--- src/rtl/axi_lite_timer.sv ---
// axi_lite_timer: AXI4-Lite slave timer/compare peripheral.
//
// Prescaled 32-bit up-counter with a compare register, a sticky match flag
// and a registered level interrupt.
//
// Register map (byte offset, decoded from addr[4:2]):
//   0x00 CTRL      bit0 enable, bit1 irq_en, bit2 auto_reload
//   0x04 PRESCALE  [PRESCALE_WIDTH-1:0]
//   0x08 COUNT
//   0x0C COMPARE
//   0x10 STATUS    bit0 match, write 1 to clear
//   0x14-0x1C      unmapped: writes ignored, reads return 0
//
// Ports:
//   clk, reset            system clock, synchronous active-high reset
//   i_axi_aw*/o_axi_aw*   write address channel
//   i_axi_w*/o_axi_wready write data channel (wstrb byte enables)
//   o_axi_bvalid/bready   write response (always OKAY)
//   i_axi_ar*/o_axi_ar*   read address channel
//   o_axi_r*/i_axi_rready read data channel, latency 1
//   o_irq                 registered match AND irq_en

module axi_lite_timer #(
    parameter int          ADDR_WIDTH     = 32,
    parameter int          DATA_WIDTH     = 32,
    parameter int          PRESCALE_WIDTH = 16,
    parameter logic [31:0] RESET_COMPARE  = 32'hFFFF_FFFF
) (
    input  logic                  clk,
    input  logic                  reset,
    input  logic                  i_axi_awvalid,
    output logic                  o_axi_awready,
    input  logic [ADDR_WIDTH-1:0] i_axi_awaddr,
    input  logic                  i_axi_wvalid,
    output logic                  o_axi_wready,
    input  logic [DATA_WIDTH-1:0] i_axi_wdata,
    input  logic [3:0]            i_axi_wstrb,
    output logic                  o_axi_bvalid,
    input  logic                  i_axi_bready,
    input  logic                  i_axi_arvalid,
    output logic                  o_axi_arready,
    input  logic [ADDR_WIDTH-1:0] i_axi_araddr,
    output logic                  o_axi_rvalid,
    input  logic                  i_axi_rready,
    output logic [DATA_WIDTH-1:0] o_axi_rdata,
    output logic                  o_irq
);

    localparam logic [2:0] SEL_CTRL     = 3'd0;
    localparam logic [2:0] SEL_PRESCALE = 3'd1;
    localparam logic [2:0] SEL_COUNT    = 3'd2;
    localparam logic [2:0] SEL_COMPARE  = 3'd3;
    localparam logic [2:0] SEL_STATUS   = 3'd4;

    logic                      ctrl_enable;
    logic                      ctrl_irq_en;
    logic                      ctrl_auto_reload;
    logic [PRESCALE_WIDTH-1:0] prescale;
    logic [PRESCALE_WIDTH-1:0] pre_cnt;
    logic [31:0]               count;
    logic [31:0]               compare;
    logic                      match;

    logic                      wr_en;
    logic                      rd_en;
    logic [2:0]                wr_sel;
    logic [2:0]                rd_sel;
    logic                      tick;
    logic                      hit;
    logic                      status_clr;
    logic [31:0]               prescale_ext;
    logic [31:0]               prescale_merged;
    logic [31:0]               count_merged;
    logic [31:0]               compare_merged;
    logic [31:0]               rd_val;
    logic                      unused_bits;

    function automatic logic [31:0] byte_merge(input logic [31:0] cur,
                                               input logic [31:0] wd,
                                               input logic [3:0]  be);
        logic [31:0] r;
        for (int i = 0; i < 4; i++) begin
            r[i*8 +: 8] = be[i] ? wd[i*8 +: 8] : cur[i*8 +: 8];
        end
        return r;
    endfunction

    // Ready is combinational so the register write lands on the same edge as
    // the handshake; gating with reset keeps every output low during reset.
    assign wr_en  = i_axi_awvalid & i_axi_wvalid & ~o_axi_bvalid & ~reset;
    assign rd_en  = i_axi_arvalid & ~o_axi_rvalid & ~reset;
    assign o_axi_awready = wr_en;
    assign o_axi_wready  = wr_en;
    assign o_axi_arready = rd_en;

    assign wr_sel = i_axi_awaddr[4:2];
    assign rd_sel = i_axi_araddr[4:2];

    assign tick       = ctrl_enable && (pre_cnt == prescale);
    assign hit        = (count == compare);
    assign status_clr = wr_en && (wr_sel == SEL_STATUS) && i_axi_wstrb[0] && i_axi_wdata[0];

    always_comb begin
        prescale_ext = '0;
        prescale_ext[PRESCALE_WIDTH-1:0] = prescale;
    end

    assign prescale_merged = byte_merge(prescale_ext, i_axi_wdata, i_axi_wstrb);
    assign count_merged    = byte_merge(count, i_axi_wdata, i_axi_wstrb);
    assign compare_merged  = byte_merge(compare, i_axi_wdata, i_axi_wstrb);

    always_comb begin
        rd_val = '0;
        case (rd_sel)
            SEL_CTRL:     rd_val = {29'd0, ctrl_auto_reload, ctrl_irq_en, ctrl_enable};
            SEL_PRESCALE: rd_val = prescale_ext;
            SEL_COUNT:    rd_val = count;
            SEL_COMPARE:  rd_val = compare;
            SEL_STATUS:   rd_val = {31'd0, match};
            default:      rd_val = '0;
        endcase
    end

    assign unused_bits = ^{i_axi_awaddr[ADDR_WIDTH-1:5], i_axi_awaddr[1:0],
                           i_axi_araddr[ADDR_WIDTH-1:5], i_axi_araddr[1:0],
                           prescale_merged[31:PRESCALE_WIDTH]};

    always_ff @(posedge clk) begin
        if (reset) begin
            o_axi_bvalid     <= 1'b0;
            o_axi_rvalid     <= 1'b0;
            o_axi_rdata      <= '0;
            o_irq            <= 1'b0;
            ctrl_enable      <= 1'b0;
            ctrl_irq_en      <= 1'b0;
            ctrl_auto_reload <= 1'b0;
            prescale         <= '0;
            pre_cnt          <= '0;
            count            <= '0;
            compare          <= RESET_COMPARE;
            match            <= 1'b0;
        end else begin
            if (wr_en) begin
                o_axi_bvalid <= 1'b1;
            end else if (o_axi_bvalid && i_axi_bready) begin
                o_axi_bvalid <= 1'b0;
            end

            if (rd_en) begin
                o_axi_rvalid <= 1'b1;
                o_axi_rdata  <= rd_val;
            end else if (o_axi_rvalid && i_axi_rready) begin
                o_axi_rvalid <= 1'b0;
            end

            if (wr_en && (wr_sel == SEL_CTRL) && i_axi_wstrb[0]) begin
                ctrl_enable      <= i_axi_wdata[0];
                ctrl_irq_en      <= i_axi_wdata[1];
                ctrl_auto_reload <= i_axi_wdata[2];
            end

            // A PRESCALE write restarts the divider so the new period starts clean.
            if (wr_en && (wr_sel == SEL_PRESCALE)) begin
                prescale <= prescale_merged[PRESCALE_WIDTH-1:0];
                pre_cnt  <= '0;
            end else if (tick) begin
                pre_cnt <= '0;
            end else if (ctrl_enable) begin
                pre_cnt <= pre_cnt + PRESCALE_WIDTH'(1);
            end

            // Bus write beats the tick increment.
            if (wr_en && (wr_sel == SEL_COUNT)) begin
                count <= count_merged;
            end else if (tick) begin
                count <= (hit && ctrl_auto_reload) ? 32'd0 : count + 32'd1;
            end

            if (wr_en && (wr_sel == SEL_COMPARE)) begin
                compare <= compare_merged;
            end

            // Set beats clear when both land on the same edge.
            if (tick && hit) begin
                match <= 1'b1;
            end else if (status_clr) begin
                match <= 1'b0;
            end

            o_irq <= match & ctrl_irq_en;
        end
    end

endmodule

--- config.mk ---
export PLATFORM = sky130hd
export DESIGN_NAME = axi_lite_timer
export DESIGN_NICKNAME = d
export VERILOG_FILES = /design/src/rtl/axi_lite_timer.sv
export SDC_FILE = /design/constraint.sdc
export NUM_CORES = 1
export LEC_CHECK = 0
export ABC_AREA = 1
export ABC_CLOCK_PERIOD_IN_PS = 1400
export CAP_MARGIN = 0
export CORE_ASPECT_RATIO = 0.5
export CORE_MARGIN = 1.5
export CORE_UTILIZATION = 30
export DETAILED_ROUTE_END_ITERATION = 12
export PLACE_DENSITY = 0.62
export SLEW_MARGIN = 20
export SYNTH_ARGS = -nofsm -noshare
export SYNTH_HDL_FRONTEND = slang
export SYNTH_SLANG_ARGS = --single-unit
--- constraint.sdc ---
create_clock -name clk -period 1.4 [get_ports clk]
set_input_delay 0.35 -clock clk [delete_from_list [all_inputs] [get_ports clk]]
set_output_delay 0.35 -clock clk [all_outputs]
set_load 0.005 [all_outputs]
==> results.toml <==
[critical_path]
crit_fanout = 8
start_kind = "register"
worstSetupEndpointType = "register"
crit_type = "reg2reg"
worstPathRequired_ns = 1.73
arrival_ns = 2.11

[sta]
hold_slack_ns = 0.461
setup_viol = 91
fin_crit_ns = 1.78
max-slew-margin-rel = 0.628
totalNegativeSetupSlack_ns = -18.89
post-route-period-util = 1.27
hold_viol = 0
rsz0062_at_grt = "true"
worst_pin_slew_ns = 0.553
skew_ns = 0.0127
fin_ws_ns = -0.380
final_max_slew_viol_count = 0
fmax_mhz = 562

[clock_tree]
h-tree-depth = 4
clockBufferDepth = 2
cts-hold-fix-buffers = 0
numCtsBuffers = 17
cts_tree = "yes"
numClockSinks = 135
clkLatencyLatePin_ns = 0.43
cts_root_buf = "clkbuf_16"
path_clk_slew_ns = 0.07

[logic_synthesis]
syn_inst = 1193
syn_area_mm2 = 0.00783
ys_seq_area_frac = 0.345
syn-mean-instance-area_um2 = 6.56
synth_nets = 1302
yosysWarnings = 0
ys_seq_elements = 135
ys_types = 37

[power]
swShare = 0.260
p_leak_uw = 0.00576
seqPwrFrac = 0.418
switchingPower_uw = 2430
power.density_mw_per_mm2 = 719
ir_drop_mv = 0.841
p_comb_frac = 0.106
clkPwrFrac = 0.476
internal_power_uw = 6920

[worst_hold_path]
hold_path_class = "reg2reg"

[final_layout]
fin_nets = 1622
antenna_cells = 0
post-route-util = 0.512
finalNonFillerCells = 1870
area_growth_pct = 66.0
final_layout_size_suffix_gt1_frac = 0.417
design_area_mm2 = 0.0130

[global_route]
track_usage = 0.216
antenna_found_initial = 0
grt-ovfl-total = 0
grt_max_degree = 37
grt_pass1_wl_um = 45400
grt_pass1_vias = 8719

[floorplanning]
core-area_mm2 = 0.0254
die_w_um = 231
dieArea_mm2 = 0.0271
die_height_um = 117
io_pins = 145
initial_utilization = 0.308
rows = 41

[drt]
routed_wl_um = 32200
drt_iter0_markers = 752
routedWlPerCell_um = 17.2
vias = 9405
drtAntennaViolNets = 0
drc = 0
via_per_inst = 5.03
dr.pass1.iters = 5

[job]
cap_violations = 0

[status]
violations = "negative setup slack"
status = "finished, violations left"

[placed_design]
dp_hpwl_um = 21900
placed_area_mm2 = 0.0106
portBuffers = 86
dp_cells = 1784
gp_congestion = 0.952
[metrics by stage]
stage,setup slack [ns],total power [uW]
2_1_floorplan,-0.0327,4320
3_3_place_gp,-0.699,4810
3_5_place_dp,-0.750,4820
4_1_cts,-0.220,9300
5_1_grt,-0.454,9610
6_report,-0.380,9350
[registers in the layout (all words and copies together) (netlist names)]
signal and count:
ctrl_auto_reload 1, o_irq 1, match 1, ctrl_irq_en 1, o_axi_bvalid 1, o_axi_rdata 32, ctrl_enable 1, count 32
prescale 16, pre_cnt 16, compare 32, o_axi_rvalid 1
[worst max-delay path: stages (launching register included)]
cell       delay, ns
dfxtp_4         0.36
buf_6           0.12
xnor2_4         0.15
nand2_1         0.10
nor2_1          0.13
nand2_1         0.11
nor2_4          0.15
nand3_4         0.16
clkbuf_16       0.22
nand3_1         0.10
a21oi_2         0.06
[cell type report]
cell class / count / area [um^2]
multi-input cells: 865 / 5360
well taps: 344 / 430
clock buffers: 23 / 478
clock inverters: 9 / 92.6
flip-flops and latches: 135 / 2800
fillers: 2333 / 12400
repair buffers: 355 / 3290
inverters: 139 / 544
[Yosys cell counts (all sizes together)]
library cell | n | area, um^2
nand2 | 342 | 1300
dfxtp | 135 | 2700
inv | 134 | 503
nand3 | 106 | 548
nor2 | 101 | 424
a21oi | 96 | 582
o21ai | 74 | 370
buf | 35 | 200
xor2 | 29 | 254
nor3 | 26 | 160
xnor2 | 25 | 219
o211ai | 23 | 173
clkbuf | 21 | 80.1
o22ai | 15 | 93.8
nand4 | 12 | 75.1
clkinv | 5 | 18.8
nor3b | 3 | 22.5
o2111ai | 3 | 26.3
ha | 2 | 25.0
nand3b | 2 | 15.0
o221ai | 2 | 17.5
a211oi | 1 | 7.51
and3 | 1 | 6.26
[power groups by stage]
stage	logic (uW)	clock network (uW)	registers, uW
after CTS	902	4480	3910
after floorplan	318	0	4000
after global routing	1050	4650	3910
final	988	4450	3910
after detailed placement	817	0	4000
after global placement	810	0	4000
[layout by cell type (no fill, tap or decap), types with 29 or more instances in the layout]
| master | n |
|---|---|
| buf_4 | 209 |
| dfxtp_2 | 44 |
| nand3_1 | 72 |
| nand2_1 | 279 |
| clkdlybuf4s50_1 | 41 |
| nor2_1 | 58 |
| a21oi_2 | 46 |
| dlygate4sd2_1 | 29 |
| nand2_2 | 56 |
| a21oi_1 | 50 |
| dfxtp_1 | 81 |
| buf_6 | 35 |
| inv_1 | 101 |
[logic make-up after synthesis]
| family | Yosys count | share of synthesized area |
|---|---|---|
| adder cells (fa/ha/maj) | 2 | 0.00320 |
| AO/OA/AOI/OAI | 214 | 0.162 |
| flip-flops | 135 | 0.345 |
| AND/OR/NAND/NOR | 593 | 0.326 |
| XOR/XNOR | 54 | 0.0604 |
| buffers and inverters | 195 | 0.102 |
[path summary, 6_finish.rpt]
check                      start        endpoint  slack (ns)  cells after the start
setup / recovery        count[0]       count[10]       -0.38                     10
hold / removal    o_axi_rdata[1]  o_axi_rdata[1]        0.46                      2
setup reg to reg        count[0]       count[10]       -0.38                     10
hold reg to reg   o_axi_rdata[1]  o_axi_rdata[1]        0.46                      2
[metal layers]
layer,vias to the layer above,share of wire,routed length [um],GRT usage
met5,-,0,0,0
met4,0,0.035,1140,0.0972
met3,80,0.071,2280,0.0477
met2,359,0.48,15400,0.365
met1,4446,0.42,13400,0.268
li1,4520,-,-,-
[what timing repair did]
item	4_1_cts	5_1_grt
buffers inserted	21	25
pin swaps	47	48
setup endpoints to repair	167	132
gates resized for setup	274	210
gates cloned	4	12
Note: power is estimated with default switching activity, not from simulation.
